### config.mk
export PLATFORM = sky130hd
export DESIGN_NAME = phase_arbiter_flat
export DESIGN_NICKNAME = d
export VERILOG_FILES = /design/src/rtl/phase_arb_pkg.sv /design/src/rtl/phase_arbiter_if.sv /design/src/rtl/phase_arbiter_rr_pick.sv /design/src/rtl/phase_arbiter.sv /design/src/flat_wrapper.sv
export SDC_FILE = /design/constraint.sdc
export NUM_CORES = 1
export LEC_CHECK = 0
export CORE_ASPECT_RATIO = 0.9
export CORE_UTILIZATION = 45
export CTS_CLUSTER_SIZE = 30
export DETAILED_ROUTE_END_ITERATION = 6
export DONT_BUFFER_PORTS = 1
export GPL_TIMING_DRIVEN = 0
export HOLD_SLACK_MARGIN = 0.03
export PLACE_DENSITY = 0.7
export SYNTH_ARGS = -nofsm -noshare
export SYNTH_HDL_FRONTEND = slang
export SYNTH_SLANG_ARGS = --single-unit
### constraint.sdc
create_clock -name clk -period 2.9 [get_ports clk]
set_input_delay 0.58 -clock clk [delete_from_list [all_inputs] [get_ports clk]]
set_output_delay 0.58 -clock clk [all_outputs]
set_load 0.01 [all_outputs]
### src/rtl/phase_arb_pkg.sv
// Shared types and constants for the phase arbiter and its round-robin picker.
package phase_arb_pkg;

    // The state register is 3 bits wide. Only the four encodings below are
    // legal; any other value is treated as corruption.
    typedef enum logic [2:0] {
        ST_IDLE    = 3'd0,
        ST_GRANT   = 3'd1,
        ST_RUN     = 3'd2,
        ST_RELEASE = 3'd3
    } state_t;

    localparam int unsigned PHASE_W = 2;
    localparam logic [PHASE_W-1:0] PHASE_WRAP = 2'd3;

    // Index width for a vector of n entries (at least one bit).
    function automatic int unsigned idx_width(input int unsigned n);
        return (n > 1) ? $clog2(n) : 1;
    endfunction

    // Next sequencer phase: 0->1->2->3->0.
    function automatic logic [PHASE_W-1:0] phase_step(input logic [PHASE_W-1:0] p);
        return (p == PHASE_WRAP) ? '0 : p + 1'b1;
    endfunction

endpackage

### src/rtl/phase_arbiter_if.sv
// Request/grant and sequencer-phase bundle between requesters and the arbiter.
interface phase_arbiter_if #(
    parameter int unsigned NUM_REQ = 3
) ();
    logic [NUM_REQ-1:0]                 req;
    logic [NUM_REQ-1:0]                 done;
    logic [NUM_REQ-1:0]                 grant;
    logic [phase_arb_pkg::PHASE_W-1:0]  phase;
    logic                               phase_valid;
    logic                               busy;
    logic                               timeout;
    logic                               fault;

    // Requester side.
    modport master (
        output req, done,
        input  grant, phase, phase_valid, busy, timeout, fault
    );

    // Arbiter side.
    modport slave (
        input  req, done,
        output grant, phase, phase_valid, busy, timeout, fault
    );
endinterface

### src/rtl/phase_arbiter_rr_pick.sv
// Combinational round-robin selector: first set request at or above rr_ptr,
// wrapping modulo NUM_REQ.
module rr_pick
    import phase_arb_pkg::*;
#(
    parameter  int unsigned NUM_REQ = 3,
    localparam int unsigned IDX_W   = idx_width(NUM_REQ)
) (
    input  logic [NUM_REQ-1:0] req,
    input  logic [IDX_W-1:0]   rr_ptr,
    output logic [IDX_W-1:0]   winner,
    output logic               valid
);

    // Scan upward from the pointer and keep the first hit.
    always_comb begin
        int unsigned idx;
        winner = '0;
        valid  = 1'b0;
        idx    = 0;
        for (int unsigned i = 0; i < NUM_REQ; i++) begin
            idx = 32'(rr_ptr) + i;
            if (idx >= NUM_REQ) begin
                idx = idx - NUM_REQ;
            end
            if (!valid && req[IDX_W'(idx)]) begin
                valid  = 1'b1;
                winner = IDX_W'(idx);
            end
        end
    end

endmodule

### src/rtl/phase_arbiter.sv
// Round-robin owner arbitration for the shared 4-phase sequencer. The owner
// gets the sequencer for a bounded number of RUN cycles; illegal state
// encodings fall back to IDLE and latch a sticky fault.
module phase_arbiter
    import phase_arb_pkg::*;
#(
    parameter int unsigned NUM_REQ  = 3,
    parameter int unsigned HOLD_MAX = 8
) (
    input  logic            clk,
    input  logic            rst_n,
    phase_arbiter_if.slave  bus
);

    localparam int unsigned OWN_W  = idx_width(NUM_REQ);
    localparam int unsigned HOLD_W = idx_width(HOLD_MAX);

    state_t               state_q, state_d;
    logic [OWN_W-1:0]     owner_q, owner_d;
    logic [OWN_W-1:0]     rr_ptr_q, rr_ptr_d;
    logic [HOLD_W-1:0]    hold_cnt_q, hold_cnt_d;
    logic [NUM_REQ-1:0]   grant_q, grant_d;
    logic [PHASE_W-1:0]   phase_q, phase_d;
    logic                 phase_valid_q, phase_valid_d;
    logic                 busy_q, busy_d;
    logic                 timeout_q, timeout_d;
    logic                 fault_q, fault_d;

    logic [OWN_W-1:0]     winner;
    logic                 win_valid;
    logic                 owner_done;
    logic                 owner_req;
    logic                 hold_limit;

    rr_pick #(.NUM_REQ(NUM_REQ)) u_pick (
        .req    (bus.req),
        .rr_ptr (rr_ptr_q),
        .winner (winner),
        .valid  (win_valid)
    );

    assign owner_done = bus.done[owner_q];
    assign owner_req  = bus.req[owner_q];
    assign hold_limit = (hold_cnt_q == HOLD_W'(HOLD_MAX - 1));

    // Next state and next registered outputs; outputs are computed for the
    // state being entered so they line up with it after the edge.
    always_comb begin
        state_d       = state_q;
        owner_d       = owner_q;
        rr_ptr_d      = rr_ptr_q;
        hold_cnt_d    = hold_cnt_q;
        grant_d       = '0;
        phase_d       = phase_q;
        phase_valid_d = 1'b0;
        busy_d        = 1'b0;
        timeout_d     = 1'b0;
        fault_d       = fault_q;
        case (state_q)
            ST_IDLE: begin
                if (win_valid) begin
                    owner_d    = winner;
                    state_d    = ST_GRANT;
                    grant_d    = NUM_REQ'(1) << winner;
                    phase_d    = '0;
                    hold_cnt_d = '0;
                    busy_d     = 1'b1;
                end
            end
            ST_GRANT: begin
                state_d       = ST_RUN;
                grant_d       = NUM_REQ'(1) << owner_q;
                phase_d       = '0;
                phase_valid_d = 1'b1;
                hold_cnt_d    = '0;
                busy_d        = 1'b1;
            end
            ST_RUN: begin
                busy_d = 1'b1;
                if (owner_done || !owner_req || hold_limit) begin
                    state_d   = ST_RELEASE;
                    timeout_d = hold_limit && !owner_done;
                end else begin
                    grant_d       = NUM_REQ'(1) << owner_q;
                    phase_valid_d = 1'b1;
                    phase_d       = phase_step(phase_q);
                    hold_cnt_d    = hold_cnt_q + 1'b1;
                end
            end
            ST_RELEASE: begin
                state_d  = ST_IDLE;
                rr_ptr_d = (owner_q == OWN_W'(NUM_REQ - 1)) ? '0 : owner_q + 1'b1;
            end
            default: begin
                state_d = ST_IDLE;
                fault_d = 1'b1;
            end
        endcase
    end

    // State and output registers with asynchronous active-low reset.
    always_ff @(posedge clk or negedge rst_n) begin
        if (!rst_n) begin
            state_q       <= ST_IDLE;
            owner_q       <= '0;
            rr_ptr_q      <= '0;
            hold_cnt_q    <= '0;
            grant_q       <= '0;
            phase_q       <= '0;
            phase_valid_q <= 1'b0;
            busy_q        <= 1'b0;
            timeout_q     <= 1'b0;
            fault_q       <= 1'b0;
        end else begin
            state_q       <= state_d;
            owner_q       <= owner_d;
            rr_ptr_q      <= rr_ptr_d;
            hold_cnt_q    <= hold_cnt_d;
            grant_q       <= grant_d;
            phase_q       <= phase_d;
            phase_valid_q <= phase_valid_d;
            busy_q        <= busy_d;
            timeout_q     <= timeout_d;
            fault_q       <= fault_d;
        end
    end

    assign bus.grant       = grant_q;
    assign bus.phase       = phase_q;
    assign bus.phase_valid = phase_valid_q;
    assign bus.busy        = busy_q;
    assign bus.timeout     = timeout_q;
    assign bus.fault       = fault_q;

endmodule

### src/flat_wrapper.sv
// flat-port wrapper written by rule: the top's interface ports become plain ports
module phase_arbiter_flat import phase_arb_pkg::*;
#(
    parameter int unsigned NUM_REQ  = 3,
    parameter int unsigned HOLD_MAX = 8
)
  (clk, rst_n, bus_req, bus_done, bus_grant, bus_phase, bus_phase_valid, bus_busy, bus_timeout, bus_fault);
  phase_arbiter_if #(.NUM_REQ(NUM_REQ)) bus_i ();
  input  logic clk;
  input  logic rst_n;
  input wire logic [$bits(bus_i.req)-1:0] bus_req;
  input wire logic [$bits(bus_i.done)-1:0] bus_done;
  output wire logic [$bits(bus_i.grant)-1:0] bus_grant;
  output wire logic [$bits(bus_i.phase)-1:0] bus_phase;
  output wire logic [$bits(bus_i.phase_valid)-1:0] bus_phase_valid;
  output wire logic [$bits(bus_i.busy)-1:0] bus_busy;
  output wire logic [$bits(bus_i.timeout)-1:0] bus_timeout;
  output wire logic [$bits(bus_i.fault)-1:0] bus_fault;
  assign bus_i.req = bus_req;
  assign bus_i.done = bus_done;
  assign bus_grant = bus_i.grant;
  assign bus_phase = bus_i.phase;
  assign bus_phase_valid = bus_i.phase_valid;
  assign bus_busy = bus_i.busy;
  assign bus_timeout = bus_i.timeout;
  assign bus_fault = bus_i.fault;
  phase_arbiter #(.NUM_REQ(NUM_REQ), .HOLD_MAX(HOLD_MAX)) u_core (.clk(clk), .rst_n(rst_n), .bus(bus_i));
endmodule
==> metrics.yaml <==
outcome:
  outcome: "complete, no violations"
global_route:
  grt_util_all_layers_pct: 18.9
  grt_max_degree: 19
  grt_residual_overflow: 0
  first_global_vias: 997
  grt_pass1_wl_um: 4370
  initial_antenna_violation_count: 0
route:
  detail_route.drc_violations: 0
  finalWirelength_um: 2550
  final_antenna_net_count: 0
  detailedRoute.firstIterationViolations: 17
  drt_pass1_iterations: 4
  wl_per_cell_um: 14.5
  dr_total_vias: 1014
  routed_via_density: 5.76
clock_tree:
  clock_tree_buffer_depth: 2
  number_of_buffers_added_by_the_clock_tree_synthesis_step: 3
  cts.sinks: 18
  clock-root-buffer: "sky130_fd_sc_hd__clkbuf_4"
  clkLatencyLatePin_ns: 0.30
  post_cts_setup_buffer_count: 0
  tritoncts: "built"
  total_of_cells_resized_after_clock_tree_synthesis: 0
  cts.reportedPaths.clkPinSlew_ns: 0.10
  h-tree-depth: 1
sta:
  postLayoutSetupSlackWorst_ns: 0.626
  final-max-slew-violation-count: 0
  maxClockFrequency_ghz: 0.440
  worst-slew-pin-transition_ns: 0.755
  post-route-period-util_pct: 78.4
  final.setup_skew_ns: 0.00460
  period_minus_slack_ns: 2.27
  rsz_0062_raised_after_global_routing: "false"
  setup_viol_count_final: 0
  final_hold_viol_count: 0
  maxSlewHeadroom_pct: 49.5
  setup-tns-final_ns: 0
worst_setup_path:
  setup.worst_path.start_class: "flip-flop"
  cp.required_ns: 3.09
  category_of_the_critical_setup_timing_path: "flip-flop to flip-flop"
  worst-r2r-cell-count: 7
  critical_path.max_fanout: 10
  timing.reg2reg.setup_slack_ns: 0.63
  timing.critical_path.to: "u_core.hold_cnt_q[1]"
  crit_path_end_kind: "flip-flop"
  r2r_endpoint: "u_core.hold_cnt_q[1]"
  worst_ep_arrival_time_ns: 2.46
  worst_r2r_startpoint: "u_core.rr_ptr_q[0]"
  critical_path_startpoint: "u_core.rr_ptr_q[0]"
logic_synthesis:
  postSynthCellCount: 133
  synthDistinctLibCells: 43
  postSynthRegisterBits: 18
  async_flop_share_pct: 100
  yosys_warnings: 0
  ys_seq_area_share_pct: 35.3
  postSynthNetCount: 153
  avgSynthCellArea_um2: 9.59
  mappedNetlistArea_um2: 1270
  synth_enable_flop_cells: 0
  synth_top_flop_cell: "sky130_fd_sc_hd__dfrtp_1"
run:
  total_of_max_cap_violations: 0
die:
  die_area_um2: 3050
  initial_core_util_pct: 49.5
  die-width_um: 58.1
  die_height_um: 52.5
  pin_count: 17
  placeableCoreArea_um2: 2570
  placement_rows: 17
power:
  power.density_cell_area_nw_per_um2: 984
  power.static_leakage_nw: 0.632
  max_rail_drop_vdd_mv: 0.363
layout:
  areaGrowthSynthToFinish_pct: 7.36
  drive_above_1_share_pct: 9.42
  layout_nets: 159
  layout_common_cells: "sky130_fd_sc_hd__dfrtp_1, sky130_fd_sc_hd__ha_1, sky130_fd_sc_hd__inv_1"
  antennaDiodeCount: 0
  final_common_cell: "sky130_fd_sc_hd__dfrtp_1"
placement:
  dp_hpwl_um: 1980
  globalplace.congestion: 0.940
  portBuffers: 0
  place_worst_setup_slack_ns: 0.667
min_path:
  beginning_of_the_worst_hold_path: "u_core.bus.fault"
  hold_class: "flip-flop to flip-flop"
-- kinds of logic (layout without fill, tap and decap cells) --
family	count (synthesis)	after routing	synth area share, %
AOI/OAI and AO/OA	37	37	21.4
adders and majority gates	12	12	11.8
muxes	7	7	5.59
buffers and inverters	15	20	4.81
DFF	18	18	35.3
and+or+nand+nor	44	44	21.1
-- where the power goes --
group,internal (W),switching [W],leakage [nW]
clock,0.0000766,0.0000783,0.0210
combinational,0.000321,0.000486,0.379
sequential,0.000325,0.0000603,0.232
-- cell type report --
| class | instances | area, µm² |
|---|---|---|
| Timing Repair Buffer | 1 | 10.0 |
| Sequential cell | 18 | 450 |
| Fill cell | 239 | 1200 |
| Buffer | 5 | 23.8 |
| Multi-Input combinational cell | 100 | 763 |
| Inverter | 10 | 37.5 |
| Clock buffer | 4 | 36.3 |
| Tap cell | 38 | 47.5 |
-- through the flow --
step / hold WS (ns) / total power (W) / area (µm²) / std cells / util [%]
finish: 0.555 / 0.00135 / 1370 / 176 / 53.2
global route: 0.589 / 0.00145 / 1370 / 176 / 53.2
CTS: 0.565 / 0.00134 / 1370 / 176 / 53.2
detailed placement: 0.285 / 0.00118 / 1320 / 171 / 51.4
global placement: 0.285 / 0.00116 / 1320 / 171 / 51.4
floorplan: 0.284 / 0.00102 / 1270 / 133 / -
-- worst max-delay path, stage by stage, from the launching register on --
cell and delay (ns):
sky130_fd_sc_hd__dfrtp_1 0.39, sky130_fd_sc_hd__inv_1 0.08, sky130_fd_sc_hd__ha_1 0.28, sky130_fd_sc_hd__clkbuf_1 0.31
sky130_fd_sc_hd__a31oi_1 0.17, sky130_fd_sc_hd__nor4_4 0.45, sky130_fd_sc_hd__nor3_2 0.12, sky130_fd_sc_hd__a311o_1 0.36
-- worst min path at each step --
| stage | to | slack (ns) | cells after the start |
|---|---|---|---|
| final | u_core.bus.fault | 0.56 | 2 |
| after global routing | u_core.bus.fault | 0.59 | 2 |
| after CTS | u_core.bus.fault | 0.57 | 2 |
| after detailed placement | u_core.owner_q[1] | 0.28 | 0 |
| after global placement | u_core.bus.grant[0] | 0.28 | 0 |
| after floorplan | u_core.bus.busy | 0.28 | 0 |
-- cells in the mapped netlist, types with 4 or more instances --
library cell               instances  area share [%]
sky130_fd_sc_hd__o21a_1            6             3.5
sky130_fd_sc_hd__ha_1             12              12
sky130_fd_sc_hd__inv_1            10             2.9
sky130_fd_sc_hd__dfrtp_1          18              35
sky130_fd_sc_hd__o21ai_0           6             2.4
sky130_fd_sc_hd__nand2_1           8             2.4
sky130_fd_sc_hd__mux2i_1           6             4.7
sky130_fd_sc_hd__nand3b_1          4             2.4
sky130_fd_sc_hd__nand3_1           6             2.4
sky130_fd_sc_hd__nor2_1            7             2.1
sky130_fd_sc_hd__a21oi_1           4             1.6
-- sequential cells by signal, summed over array words and instances (netlist names) --
name / count
u_core.bus.timeout: 1
u_core.rr_ptr_q: 2
u_core.bus.grant: 3
u_core.owner_q: 2
u_core.hold_cnt_q: 3
u_core.state_q: 2
u_core.bus.phase_valid: 1
u_core.bus.busy: 1
u_core.bus.phase: 2
u_core.bus.fault: 1
-- metal layers --
layer | GRT usage, % | wire (µm) | vias up
met4 | 4.37 | 17 | 0
li1 | - | - | 505
met3 | 5.68 | 107 | 2
met1 | 23.0 | 1230 | 490
met2 | 32.8 | 1190 | 17
met5 | 0 | 0 | -
-- what timing repair did --
| item | in CTS | in global routing |
|---|---|---|
| hold endpoints to repair | 18 | 0 |
| setup endpoints to repair | 0 | 0 |
| hold buffers | 1 | 0 |
Note: power is estimated with default switching activity, not from simulation.
